### config.mk
export PLATFORM = sky130hd
export DESIGN_NAME = spine_link_egress
export DESIGN_NICKNAME = d
export VERILOG_FILES = /design/src/rtl/spine_link_egress.sv
export SDC_FILE = /design/constraint.sdc
export NUM_CORES = 1
export LEC_CHECK = 0
export CAP_MARGIN = 20
export CORE_MARGIN = 1
export CORE_UTILIZATION = 50
export DETAILED_ROUTE_END_ITERATION = 7
export GPL_ROUTABILITY_DRIVEN = 0
export GPL_TIMING_DRIVEN = 0
export HOLD_SLACK_MARGIN = 0.08
export PLACE_DENSITY = 0.82
export SYNTH_ARGS = -nofsm -noshare
export SYNTH_HDL_FRONTEND = slang
export SYNTH_SLANG_ARGS = --single-unit
export TNS_END_PERCENT = 30
### constraint.sdc
create_clock -name ACLK -period 7.7 [get_ports ACLK]
set_clock_uncertainty 0.2 [all_clocks]
set_input_delay 1.155 -clock ACLK [delete_from_list [all_inputs] [get_ports ACLK]]
set_output_delay 1.155 -clock ACLK [all_outputs]
set_load 0.01 [all_outputs]
### src/rtl/spine_link_egress.sv
// spine_link_egress: spine-end receiver for one leaf-router spine output.
// Flits arrive with no backpressure. They are buffered in a FIFO and then
// relaunched from a single output register on a valid/ready link. Overflow
// drops and sustained downstream stalls are tracked by counters and sticky flags.
module spine_link_egress #(
    parameter int DWIDTH      = 16,
    parameter int DEPTH       = 8,
    parameter int STALL_LIMIT = 64,
    parameter int CNT_W       = 16
) (
    input  logic                         ACLK,
    input  logic                         ARESETn,
    input  logic [DWIDTH-1:0]            rx_data,
    input  logic                         rx_valid,
    output logic [DWIDTH-1:0]            tx_data,
    output logic                         tx_valid,
    output logic [5:0]                   tx_dest_addr,
    input  logic                         tx_ready,
    output logic [$clog2(DEPTH+1)-1:0]   fifo_count,
    output logic                         fifo_full,
    output logic                         fifo_empty,
    output logic [CNT_W-1:0]             drop_count,
    output logic                         overflow_err,
    output logic                         stall_err,
    input  logic                         clr_err
);

    localparam int AW = $clog2(DEPTH);
    localparam int CW = $clog2(DEPTH+1);
    localparam int SW = $clog2(STALL_LIMIT+1);
    localparam logic [CW-1:0] DEPTH_C = CW'(DEPTH);
    localparam logic [SW-1:0] STALL_C = SW'(STALL_LIMIT);

    logic [DWIDTH-1:0] mem [DEPTH];
    logic [AW-1:0]     wr_ptr, rd_ptr;
    logic [SW-1:0]     stall_cnt;

    logic              out_load, pop, bypass, wr, drop, stalling;
    logic [CW-1:0]     count_nxt;
    logic [DWIDTH-1:0] src;

    // Handshake decode: output register reload, FIFO pop/write, bypass and drop.
    always_comb begin
        out_load  = !tx_valid || tx_ready;
        pop       = out_load && !fifo_empty;
        bypass    = out_load && fifo_empty && rx_valid;
        wr        = rx_valid && !bypass && ((fifo_count != DEPTH_C) || pop);
        drop      = rx_valid && !bypass && !wr;
        stalling  = tx_valid && !tx_ready;
        src       = pop ? mem[rd_ptr] : rx_data;
        count_nxt = fifo_count;
        if (wr && !pop)
            count_nxt = fifo_count + 1'b1;
        else if (pop && !wr)
            count_nxt = fifo_count - 1'b1;
    end

    // FIFO storage; holds only data, so it needs no reset.
    always_ff @(posedge ACLK) begin
        if (wr)
            mem[wr_ptr] <= rx_data;
    end

    // FIFO pointers and registered occupancy flags, all updated together.
    always_ff @(posedge ACLK or negedge ARESETn) begin
        if (!ARESETn) begin
            wr_ptr     <= '0;
            rd_ptr     <= '0;
            fifo_count <= '0;
            fifo_full  <= 1'b0;
            fifo_empty <= 1'b1;
        end else begin
            if (wr)
                wr_ptr <= wr_ptr + 1'b1;
            if (pop)
                rd_ptr <= rd_ptr + 1'b1;
            fifo_count <= count_nxt;
            fifo_full  <= (count_nxt == DEPTH_C);
            fifo_empty <= (count_nxt == '0);
        end
    end

    // Output register: data and destination are always loaded from the same flit.
    always_ff @(posedge ACLK or negedge ARESETn) begin
        if (!ARESETn) begin
            tx_valid     <= 1'b0;
            tx_data      <= '0;
            tx_dest_addr <= '0;
        end else if (out_load) begin
            tx_valid <= pop || bypass;
            if (pop || bypass) begin
                tx_data      <= src;
                tx_dest_addr <= src[DWIDTH-1 -: 6];
            end
        end
    end

    // Drop accounting: saturating counter plus sticky flag; a clear wins.
    always_ff @(posedge ACLK or negedge ARESETn) begin
        if (!ARESETn) begin
            drop_count   <= '0;
            overflow_err <= 1'b0;
        end else if (clr_err) begin
            drop_count   <= '0;
            overflow_err <= 1'b0;
        end else if (drop) begin
            if (drop_count != '1)
                drop_count <= drop_count + 1'b1;
            overflow_err <= 1'b1;
        end
    end

    // Stall watchdog: counts consecutive stalled cycles and holds at the limit.
    always_ff @(posedge ACLK or negedge ARESETn) begin
        if (!ARESETn) begin
            stall_cnt <= '0;
            stall_err <= 1'b0;
        end else if (clr_err) begin
            stall_cnt <= '0;
            stall_err <= 1'b0;
        end else if (stalling) begin
            if (stall_cnt != STALL_C)
                stall_cnt <= stall_cnt + 1'b1;
            if (stall_cnt >= STALL_C - 1'b1)
                stall_err <= 1'b1;
        end else begin
            stall_cnt <= '0;
        end
    end

endmodule
==> Word-level counts from Yosys, hierarchy flattened <==
Memories as Yosys holds them, arrays and structs flattened.
Index checks and enable logic that the tools add are counted.
{ "word_totals": {"regBits": 60, "ram_bits": 128, "in_bits": 21, "output_inout_bits": 47, "wordCells": 67, "mem_count": 1} }
{ "classes": {"add_sub_neg": 6, "n_lt_le_gt_ge": 1, "n_eq_ne": 5, "n_mux": 16, "n_reduce_logical": 26} }
{ "memory_table": {"columns": ["memory", "depth", "word_bits", "rd", "rd_ports_with_merged_regs", "write_ports", "line_no", "source"], "rows": [
  ["mem", 8, 16, 1, 0, 1, "34", "logic [DWIDTH-1:0] mem [DEPTH];"]
]} }
{ "op_table": {"columns": ["op", "n"], "rows": [
  ["two-way mux 16 bit", 4],
  ["two-way mux 7 bit", 3],
  ["adder 16 x 1 -> 16 bit (second input constant)", 1],
  ["!= test 16 bit (second input constant)", 1],
  ["logical AND 1 bit", 9],
  ["two-way mux 4 bit", 2],
  ["nonzero test 2 bit", 4],
  ["adder 7 x 1 -> 7 bit (second input constant)", 1],
  ["greater-or-equal comparator 7 x 6 -> 1 bit (second input constant)", 1],
  ["two-way mux 1 bit", 7],
  ["!= test 7 bit (second input constant)", 1],
  ["adder 3 x 1 -> 3 bit (second input constant)", 2],
  ["zero test 1 bit", 6],
  ["AND reduction 2 bit", 3],
  ["adder 4 x 1 -> 4 bit (second input constant)", 1],
  ["equality test 4 bit (second input constant)", 1],
  ["zero test 4 bit", 1],
  ["!= test 4 bit (second input constant)", 1],
  ["subtractor 4 x 1 -> 4 bit (second input constant)", 1],
  ["logical OR 1 bit", 3],
  ["!= test 3 x 2 -> 1 bit (second input constant)", 1]
]} }

==> Logic depth before layout (Yosys ltp) <==
{ "logic_depth": {"word_depth": 12, "ltp_mapped": 8, "depth_no_buf": 7} }

==> Worst setup path after synthesis <==
No wires, ideal clock.
{ "synth_timing": {"path_type": "input port to flip-flop", "startpoint": "in tx_ready", "endpoint": "mem mem[1][0] (enable)", "setup_ps": 409, "arrival_time_ps": 3105, "required_time_ps": 7091, "path_slack_ps": 3985, "path_stages": 5, "n_path_buf": 0, "path_cell_list": "nor2b_1 > nand2_1 > a21boi_1 > nand2_1 > nor3_1"} }
{ "synth_between": {"elab_chain_len": 8, "elab_cells_between_ends": 10, "cone_classes": "2 x mux; 8 x reduce/logical"} }
{ "synth_lines": {"columns": ["item", "line_no", "source"], "rows": [
  ["from (decl)", "18", "input logic tx_ready,"],
  ["logical OR 1 bit (*)", "44", "out_load = !tx_valid || tx_ready;"],
  ["logical AND 1 bit (2 in series)", "46", "bypass = out_load && fifo_empty && rx_valid;"],
  ["zero test 1 bit", "47", "wr = rx_valid && !bypass && ((fifo_count != DEPTH_C) || pop);"],
  ["logical AND 1 bit", "47", null],
  ["logical AND 1 bit (*)", "47", null],
  ["two-way mux 1 bit (*)", "60", "if (wr)"],
  ["two-way mux 1 bit (not written as such) (*)", "61", "mem[wr_ptr] <= rx_data;"],
  ["to (decl)", "34", null]
]} }
Mark *: on every way between the ends. The rest lies on a longest branch, timed or not.

==> Final worst setup path <==
{ "layout_timing": {"startpoint": "in tx_ready", "endpoint": "mem mem[1][6] (enable)"} }
Same word-level chain as after synthesis.

==> flow_summary_export.csv <==
group,metric,value,unit
outcome,run_status,"complete, no violations",
drt,drt-vias-per-instance,5.93,
floorplanning,rows,45,
sta,setup-tns-final,0,ns
grt,grt_use_met3,4.04,%
worst_setup_path,cp.depth,7,
clocking,cts.sinks,182,
sta,hold_viol,0,
worst_setup_path,worst_path_most_repeated_cell,"nand2_1",
worst_setup_path,crit_path_end_kind,"flop",
drt,routed_wl,17000,um
clocking,cts_tree,"done",
placed_design,dp_hpwl,11300,um
clocking,numCtsBuffers,17,
floorplanning,fp.dieW,126,um
floorplanning,coreArea,0.0151,mm^2
placed_design,dp.cells,832,
job,max_cap_violations,0,
sta,slew_violations,0,
min_path,hold_path_class,"flop to flop",
drt,post-route-drc-count,0,
sta,worst_slew_pin_slew,0.960,ns
layout,area_growth,21.2,%
drt,drt_iter0_drc,445,
pwr,leakage,0.00340,uW
pwr,max-vdd-ir-drop,0.000260,V
layout,multiInputGateArea,0.00232,mm^2
synth,async_reset_ff_share,29.7,%
clocking,h-tree-depth,4,
grt,grt_util_met1,29.2,%
grt,use_met2,38.0,%
worst_setup_path,crit_arrival,3.80,ns
pwr,p_sw,1070,uW
grt,grt_overflow,0,
sta,rsz0062_at_grt,"no",
grt,grt_pass1_wl,27000,um
synth,synth-seq-area-share,67.4,%
pwr,power_frac_clock,28.0,%
clocking,clk_latency,0.44,ns
sta,setup-violations-final,0,
worst_setup_path,crit_path_top_delay_cell,"nor3_2",
layout,regArea,0.00520,mm^2
clocking,holdBufCountCts,0,
pwr,internal_power,2140,uW
worst_setup_path,path_class,"primary input to flop",
min_path,worstHoldPathCells,2,
synth,postSynthCellCount,570,
worst_setup_path,reg2regPathDepth,8,
synth,yosysWarningCount,0,
synth,syn_area_per_cell,13.5,um^2
layout,layout_common_cells,"edfxtp_1, clkdlybuf4s50_1, dfrtp_1",
worst_setup_path,critPathMaxStageDelay,0.75,ns
layout,drive_above_1_share,11.7,%
synth,syn-cell-area,0.00771,mm^2
synth,synth_flop_cell,"edfxtp_1",
layout,fillers,1093,
pwr,pwr-share-comb,31.4,%
drt,detail-route-antenna-nets,0,
clocking,cts_resized,0,
worst_setup_path,cp_max_fo,9,
floorplanning,start_util,50.9,%
clocking,clkTransAtPathRegs,0.07,ns
layout,layout.cells.non_filler,864,
sta,period_share,50.0,%
sta,clock.fmax,0.260,GHz
grt,grt_max_degree,36,
pwr,pwr-share-seq,40.6,%
floorplanning,num_io_pins,68,
grt,grt_use_total,22.6,%
pwr,p_per_area,343,mW/mm^2
synth,syn_nets,598,
grt,grt_pass1_vias,5057,
layout,fin_nets,691,
worst_setup_path,crit_family,"simple AND/OR/NAND/NOR gates",
sta,min_period,3.85,ns
worst_setup_path,startpoint_type,"primary input",
layout,final_common_cell,"edfxtp_1",
synth,synth_cell_types,48,
clocking,clock-root-buffer,"clkbuf_16",
worst_setup_path,critical_path.cell_chain,"clkdlybuf4s50_1 -> nor2b_1 -> nand2_1 -> a21boi_1 -> nand2_1 -> nor3_2 -> buf_6",
clocking,postCtsSetupRepairBufs,0,
synth,synth_edf_count,128,
drt,firstDrtPassIters,5,
placed_design,io_buffers,66,
floorplanning,die_y,126,um
synth,synth.ff_latch_count,182,
grt,grt_antenna_before_repair,0,
layout,antennaDiodeCount,0,
worst_setup_path,path_buf_inv,2,
sta,relSlewSlack,36.0,%
drt,routedWlPerCell,19.7,um
drt,vias,5127,
worst_setup_path,cp.required,7.65,ns
grt,top_usage_layer,"met2",
clocking,cts_max_path_buffers,2,
floorplanning,die_area,0.0159,mm^2
pwr,p_sw_share,33.4,%
[worst paths after layout]
path,from,end,slack [ns]
hold reg to reg,overflow_err,overflow_err,0.31
max in group asynchronous,ARESETn,fifo_empty,6.15
min in group asynchronous,ARESETn,tx_data[13],0.50
setup / recovery,tx_ready,mem[1][6],3.85
setup reg to reg,fifo_count[0],mem[1][6],4.47
hold / removal,overflow_err,overflow_err,0.31
[area by class of cell]
cell class | count | area share, %
buffer | 37 | 2.11
clock inverter | 15 | 1.99
tap | 188 | 2.52
multi-input combinational | 345 | 24.8
clock buffer | 17 | 4.55
sequential | 182 | 55.6
timing repair buffer | 74 | 8.15
inverter | 6 | 0.241
[metrics by stage]
step	instance area (um^2)	util [%]	total power [uW]	hold WS, ns	setup slack [ns]
global route	9350	61.7	3360	0.345	3.64
global placement	8610	56.8	2260	0.288	2.30
detailed placement	8740	57.7	2320	0.300	3.39
floorplan	7710	-	1910	0.280	3.99
CTS	9350	61.7	3220	0.316	3.81
finish	9350	61.7	3210	0.314	3.85
[per-layer routing]
layer / vias up / part of all wire, % / wire, um
met5: - / 0 / 0
met4: 0 / 1.9 / 321
met3: 28 / 6.2 / 1060
met2: 205 / 50 / 8580
met1: 2577 / 41 / 7050
li1: 2317 / - / -
[kinds of logic after synthesis]
group | Yosys count | synth area share [%]
muxes | 50 | 6.50
AOI/OAI and AO/OA | 81 | 7.25
buffers and inverters | 43 | 2.85
and+or+nand+nor | 181 | 11.9
DFF | 182 | 67.4
xor gates and xnor gates | 26 | 2.95
adders and majority gates | 7 | 1.14
[Yosys cell counts (8+ instances only)]
cell | number | area share [%]
mux2i_1 | 49 | 6.4
edfxtp_1 | 128 | 50
a211oi_1 | 16 | 1.6
nor3_1 | 8 | 0.52
nor2_1 | 54 | 2.6
dfrtp_1 | 53 | 17
clkbuf_1 | 13 | 0.63
nand2_1 | 35 | 1.7
buf_2 | 11 | 0.71
nor2b_1 | 20 | 1.6
xnor2_1 | 19 | 2.2
buf_4 | 10 | 0.97
a22oi_1 | 17 | 1.7
a31oi_1 | 33 | 2.7
nand3_1 | 29 | 1.9
[state kept, by name, summed over array words and instances (netlist names)]
register,cells
tx_valid,1
wr_ptr,3
stall_cnt,7
tx_data,16
mem,128
rd_ptr,3
stall_err,1
fifo_empty,1
fifo_count,4
fifo_full,1
overflow_err,1
drop_count,16
[worst reg2reg max path, stage by stage (launching register included)]
cell	delay (ns)
dfrtp_1	0.46
inv_1	0.09
ha_1	0.25
nand3b_1	0.20
nand2_1	0.08
a21boi_1	0.42
nand2_1	0.24
nor3_2	0.75
buf_6	0.26
[power by group through the flow]
stage               Sequential (uW)  Combinational [uW]  Clock [uW]
global placement               1310                 944           0
CTS                            1300                1010         906
global route                   1320                1090         944
floorplan                      1320                 584           0
detailed placement             1320                1000           0
finish                         1300                1010         898
(Power assumes the default switching activity.)
==> edit 1 (same flow settings) <==
Put one more register stage on the output `fifo_count`, with the module's reset. The value now appears one clock later. The other outputs are not delayed to match.
--- a/src/rtl/spine_link_egress.sv
+++ b/src/rtl/spine_link_egress.sv
@@ -31,6 +31,8 @@
     localparam logic [CW-1:0] DEPTH_C = CW'(DEPTH);
     localparam logic [SW-1:0] STALL_C = SW'(STALL_LIMIT);
 
+    logic [$clog2(DEPTH+1)-1:0] fifo_count_s0;
+
     logic [DWIDTH-1:0] mem [DEPTH];
     logic [AW-1:0]     wr_ptr, rd_ptr;
     logic [SW-1:0]     stall_cnt;
@@ -44,15 +46,15 @@
         out_load  = !tx_valid || tx_ready;
         pop       = out_load && !fifo_empty;
         bypass    = out_load && fifo_empty && rx_valid;
-        wr        = rx_valid && !bypass && ((fifo_count != DEPTH_C) || pop);
+        wr        = rx_valid && !bypass && ((fifo_count_s0 != DEPTH_C) || pop);
         drop      = rx_valid && !bypass && !wr;
         stalling  = tx_valid && !tx_ready;
         src       = pop ? mem[rd_ptr] : rx_data;
-        count_nxt = fifo_count;
+        count_nxt = fifo_count_s0;
         if (wr && !pop)
-            count_nxt = fifo_count + 1'b1;
+            count_nxt = fifo_count_s0 + 1'b1;
         else if (pop && !wr)
-            count_nxt = fifo_count - 1'b1;
+            count_nxt = fifo_count_s0 - 1'b1;
     end
 
     // FIFO storage; holds only data, so it needs no reset.
@@ -66,7 +68,7 @@
         if (!ARESETn) begin
             wr_ptr     <= '0;
             rd_ptr     <= '0;
-            fifo_count <= '0;
+            fifo_count_s0 <= '0;
             fifo_full  <= 1'b0;
             fifo_empty <= 1'b1;
         end else begin
@@ -74,7 +76,7 @@
                 wr_ptr <= wr_ptr + 1'b1;
             if (pop)
                 rd_ptr <= rd_ptr + 1'b1;
-            fifo_count <= count_nxt;
+            fifo_count_s0 <= count_nxt;
             fifo_full  <= (count_nxt == DEPTH_C);
             fifo_empty <= (count_nxt == '0);
         end
@@ -128,4 +130,12 @@
         end
     end
 
+    always_ff @(posedge ACLK or negedge ARESETn) begin
+        if (!ARESETn) begin
+            fifo_count <= '0;
+        end else begin
+            fifo_count <= fifo_count_s0;
+        end
+    end
+
 endmodule
Formal check against the unedited RTL: not equivalent (Yosys sat finds a counterexample within 4 cycles, from zero or initial values and one cycle with ARESETn low).
==> edit 1 against the original RTL <==
Design area grew 2.1%; largest power group unchanged; cell count shrank 2.3%; via count shrank 2.7%; sequential cell count grew 4; area after synthesis grew 2.1%; wire length grew 4.6%; maximum frequency grew 3.0%; clock power shrank 8.1%; setup slack gained 0.11 ns; count of clock-buffer cells in the layout grew 5; power shrank 1.5%.
==> edit 1: results (changes against the original RTL) <==
GRT:
- The via count of the first global-routing pass came to 5079 (+0.44%).
- The initial antenna violation count is 0 (unchanged).
- The global-route wire length before repair is 27.9 mm (+3.5%).
- The largest net degree at the start of global routing is 37 (+2.8%).
- The global-route usage over all layers is 23.6% (+1.0 points).

Layout:
- The final layout net count was 648 (-6.2%).
- The antenna cell count is 0 (unchanged).
- The total of fill cells in the finished design is 1068 (-2.3%).
- The proportion of layout cells with a drive suffix above 1 is 17.1% (+5.4 points).

Min path:
- The type of the worst min-delay path is reg2reg.

Placement:
- The HPWL after detailed placement was 11.8 mm (+4.7%).
- The count of buffers from port buffering was 67 (+1.5%).
- The cell area reported after detailed placement is 8990 µm² (+2.9%).
- The pre-CTS setup slack is 3.51 ns (+0.119 ns).

Critical path:
- The kind of cell with the highest combined delay on the critical path is buffers and inverters.
- The delay of the slowest critical-path stage came to 0.90 ns (+0.15 ns).
- The worst path arrival time is 3.68 ns (-0.12 ns).
- The largest fanout on the critical path is 10 (+1).

Routing:
- The number of search-and-repair iterations in the first detailed-routing pass was 6 (+1).
- The vias after detailed routing is 4989 (-2.7%).
- The initial DRC count came to 578 (+30%).
- The wire length per cell is 21.1 µm (+7.1%).

Logic synthesis:
- The warning count from the yosys run was 0 (unchanged).
- The number of nets produced by synthesis is 550 (-8.0%).
- After synthesis, the cell types taking the most area are edfxtp_1, dfrtp_1, mux4_2, nor2_1, mux2i_1.
- The number of distinct library cell variants in the gate-level netlist after synthesis was 53 (+10%).
- The commonest cells after synthesis are edfxtp_1, nor2_1, dfrtp_1.
- The async set-reset flop share out of synthesis is 31.2% (+1.5 points).
- The number of synthesized flops with an enable pin is 128 (unchanged).
- The share of the yosys chip area belonging to registers was 67.3% (-0.088 points).

CTS:
- The post-CTS setup repair buffer count was 0 (unchanged).
- The clock transition at the registers of the reported paths is 0.06 ns.
- The buffer depth of the longest clock path is 2 (unchanged).
- The clock latency of the later-clocked register in the worst-skew pair came to 0.44 ns (about the same).
- The number of buffers added by the clock tree synthesis step is 17 (unchanged).
- The root cell of the clock tree is clkbuf_16.
- The CTS H-tree depth was 4 (unchanged).

Run status:
- The run finished with clean final reports.

Power:
- The worst supply voltage drop on vdd is 0.000248 V (-4.4%).
- The leakage power summed over all cells is 3.37 nW (-0.94%).
- The total power divided by cell area is 331 nW/µm² (-3.6%).

Timing:
- The sum of negative setup slack is 0 ns (unchanged).
- The slew of the pin with the lowest slew margin is 1.02 ns (+0.0625 ns).
-- edit 1: changes by cell type after synthesis, sizes merged, moves of 10 or more --
cell / before / now
a31oi: 33 / 1
mux4: 0 / 32
mux2i: 49 / 18
o21ai: 2 / 23
nand3: 29 / 9
nor2b: 20 / 1
a22oi: 17 / 0
a221oi: 2 / 16
a211oi: 16 / 4
nor2: 54 / 64
-- edit 1: through the flow --
step	total power [mW]	cells
2_1_floorplan	1.94	522
3_3_place_gp	2.26	800
3_5_place_dp	2.35	812
4_1_cts	3.18	844
5_1_grt	3.29	844
6_report	3.16	844
-- edit 1: power by group --
part,total [mW],switching [mW],leakage [nW],internal [mW]
Clock,0.825,0.361,0.271,0.464
Combinational,0.982,0.490,1.21,0.492
Sequential,1.35,0.114,1.88,1.24
Total,3.16,0.965,3.37,2.20
-- edit 1: cell type report --
type	count	area share, %
sequential	186	55.5
multi-input combinational	297	25.3
timing repair buffer	79	8.56
clock buffer	22	4.86
tap	211	2.77
buffer	32	1.76
clock inverter	10	0.983
inverter	7	0.275
-- edit 1: worst paths after layout --
kind | slack, ns | cells after the start | startpoint | to
max reg2reg | 4.56 | 8 | fifo_count_s0[1]$_DFF_PN0_ | mem[3][13]$_DFFE_PP_
min | 0.26 | 0 | fifo_count_s0[3]$_DFF_PN0_ | fifo_count[3]$_DFF_PN0_
max | 3.96 | 5 | rx_valid | mem[3][13]$_DFFE_PP_
min reg2reg | 0.26 | 0 | fifo_count_s0[3]$_DFF_PN0_ | fifo_count[3]$_DFF_PN0_
min in group asynchronous | 0.49 | 1 | ARESETn | overflow_err$_DFFE_PN0P_
max in group asynchronous | 6.17 | 2 | ARESETn | fifo_empty$_DFF_PN1_
-- edit 1: per-layer routing --
metal  GRT usage, %  share of wire, %  vias to the layer above
met5              0                 0                        -
met4           9.45               2.3                        0
met2           38.4                50                      284
li1               -                 -                     2180
met3           5.49               9.0                       43
met1           30.7                39                     2482
-- edit 1: worst register-to-register path: stages, from the launching register on --
cell and delay (ns):
dfrtp_1 0.48, inv_1 0.07, ha_1 0.21, and3b_1 0.16, buf_2 0.17, nor2_1 0.17
o21ai_1 0.23, nor3_2 0.90, buf_8 0.26
-- edit 1: logic make-up (layout without fill, tap and decap cells) --
| group | Yosys count | in the layout | share of synthesized area (%) |
|---|---|---|---|
| compound gates | 63 | 63 | 5.61 |
| xor+xnor | 21 | 21 | 2.34 |
| fa+ha+maj | 7 | 7 | 1.11 |
| buf+inv | 39 | 150 | 2.46 |
| flops | 186 | 186 | 67.3 |
| mux | 51 | 51 | 11.6 |
| simple gates | 155 | 155 | 9.62 |
==> edit 2 (same flow settings) <==
Made on the original files. Set the parameter `DEPTH` to 16 (it was 8).
--- a/src/rtl/spine_link_egress.sv
+++ b/src/rtl/spine_link_egress.sv
@@ -4,7 +4,7 @@
 // drops and sustained downstream stalls are tracked by counters and sticky flags.
 module spine_link_egress #(
     parameter int DWIDTH      = 16,
-    parameter int DEPTH       = 8,
+    parameter int DEPTH       = 16,
     parameter int STALL_LIMIT = 64,
     parameter int CNT_W       = 16
 ) (
Interface: changed (resized fifo_count); port bits go from 68 to 69. The function was not compared with the original's and may differ.
==> edit 2 against the original RTL <==
Design area rose by 60%; area after synthesis rose by 65%; non-clock buffer count rose by 8; combinational power rose by 50%; power rose by 60%; sequential cell count rose by 131; setup slack got worse by 0.013 ns; largest cell class unchanged; count of clock-buffer cells in the layout rose by 18; wire length rose by 58%.
==> edit 2: results (changes against the original RTL) <==
Power:
- The worst supply voltage drop on vdd is 0.000190 V (-27%).
- The leakage power summed over all cells is 5.08 nW (+49%).

CTS:
- The number of buffers added by the clock tree synthesis step was 30 (+13).
- The buffer depth of the longest clock path is 3 (+1).
- The clock latency of the later-clocked register in the worst-skew pair is 0.56 ns (+0.12 ns).

Critical path:
- The endpoint identified for the worst register-to-register timing path is mem[10][3]$_DFFE_PP_.
- The delay of the slowest critical-path stage came to 0.79 ns (+0.04 ns).
- The cell with the largest stage delay on the worst path is and2_1.
- The largest fanout on the critical path is 16 (+7).

Layout:
- The final layout net count is 853 (+23%).
- The largest registers in the layout are mem (256), drop_count (16), tx_data (16).
- The proportion of layout cells with a drive suffix above 1 is 23.0% (+11 points).

GRT:
- The global-route usage over all layers is 20.9% (-1.7 points).
- The via count of the first global-routing pass came to 7013 (+39%).
- The largest net degree at the start of global routing is 37 (+2.8%).
- The global-route wire length before repair is 41.0 mm (+52%).

Timing:
- The maximum operating frequency is 259 MHz (-0.34%).
- The worst relative slew slack is 30.3% (-5.7 points).

Run status:
- The run finished with clean final reports.

Logic synthesis:
- By count the netlist is led by edfxtp_1, mux4_2, dfrtp_1.
- The number of distinct library cell variants in the gate-level netlist after synthesis was 54 (+13%).
- The number of standard cells after synthesis is 710 (+25%).

Routing:
- The vias after detailed routing came to 7054 (+38%).
- The initial DRC count is 597 (+34%).

Placement:
- The HPWL after detailed placement is 17.3 mm (+53%).
- The number of placed instances, taps included was 1114 (+34%).
## edit 2: logic make-up (layout without fill, tap and decap cells)
kind of cell / count (synthesis) / in the layout / share of synthesized area, %
flops: 313 / 313 / 71.7
simple gates: 160 / 160 / 6.46
mux: 96 / 96 / 14.3
buf+inv: 52 / 188 / 2.09
compound gates: 50 / 50 / 2.53
xor+xnor: 29 / 29 / 2.00
fa+ha+maj: 10 / 10 / 0.984
## edit 2: layout make-up
cell class                 count  area [µm²]  share of cell area, %
clock buffer                  35         790                   5.28
clock inverter                21         228                   1.52
buffer                        39         216                   1.45
sequential                   313        9110                   60.9
tap                          324         405                   2.71
inverter                      13        48.8                  0.326
timing repair buffer          80         788                   5.27
multi-input combinational    345        3370                   22.5
## edit 2: power by group through the flow
stage	Sequential, mW	Clock (mW)	Combinational [mW]
floorplan	2.15	0	0.970
global placement	2.15	0	1.44
detailed placement	2.16	0	1.51
CTS	2.13	1.52	1.53
global route	2.14	1.57	1.62
finish	2.13	1.50	1.52
## edit 2: stage by stage
stage	total power, mW	hold slack (ns)	area, µm²	setup WS, ns
2_1_floorplan	3.12	0.293	12700	3.75
3_3_place_gp	3.60	0.284	13800	1.57
3_5_place_dp	3.66	0.300	13900	3.33
4_1_cts	5.17	0.309	15000	3.86
5_1_grt	5.33	0.350	15000	3.67
6_report	5.15	0.309	15000	3.84
## edit 2: routing by layer
layer  part of all wire (%)  global-route usage, %  vias to the layer above  wire [µm]
met5                      0                      0                        -          0
met4                    2.2                   5.87                        0        596
met3                    7.2                   3.36                       49       1920
met2                     50                   34.5                      329      13400
met1                     41                   29.0                     3653      10900
li1                       -                      -                     3023          -
## edit 2: worst reg2reg max path: cells and delay by family (launching register included)
| kind | cells | cell delay (ns) |
|---|---|---|
| simple gates | 4 | 1.76 |
| compound gates | 1 | 0.30 |
| buf+inv | 1 | 0.19 |
| flops | 1 | 0.42 |
## edit 2: worst max path at each step
| stage | startpoint | endpoint | slack (ns) |
|---|---|---|---|
| after floorplan | tx_ready | mem[1][0]$_DFFE_PP_ | 3.75 |
| after global placement | tx_ready | mem[0][9]$_DFFE_PP_ | 1.57 |
| after CTS | tx_ready | mem[10][3]$_DFFE_PP_ | 3.86 |
| final | tx_ready | mem[10][3]$_DFFE_PP_ | 3.84 |
| after detailed placement | tx_ready | mem[10][8]$_DFFE_PP_ | 3.33 |
| after global routing | tx_ready | mem[10][3]$_DFFE_PP_ | 3.67 |
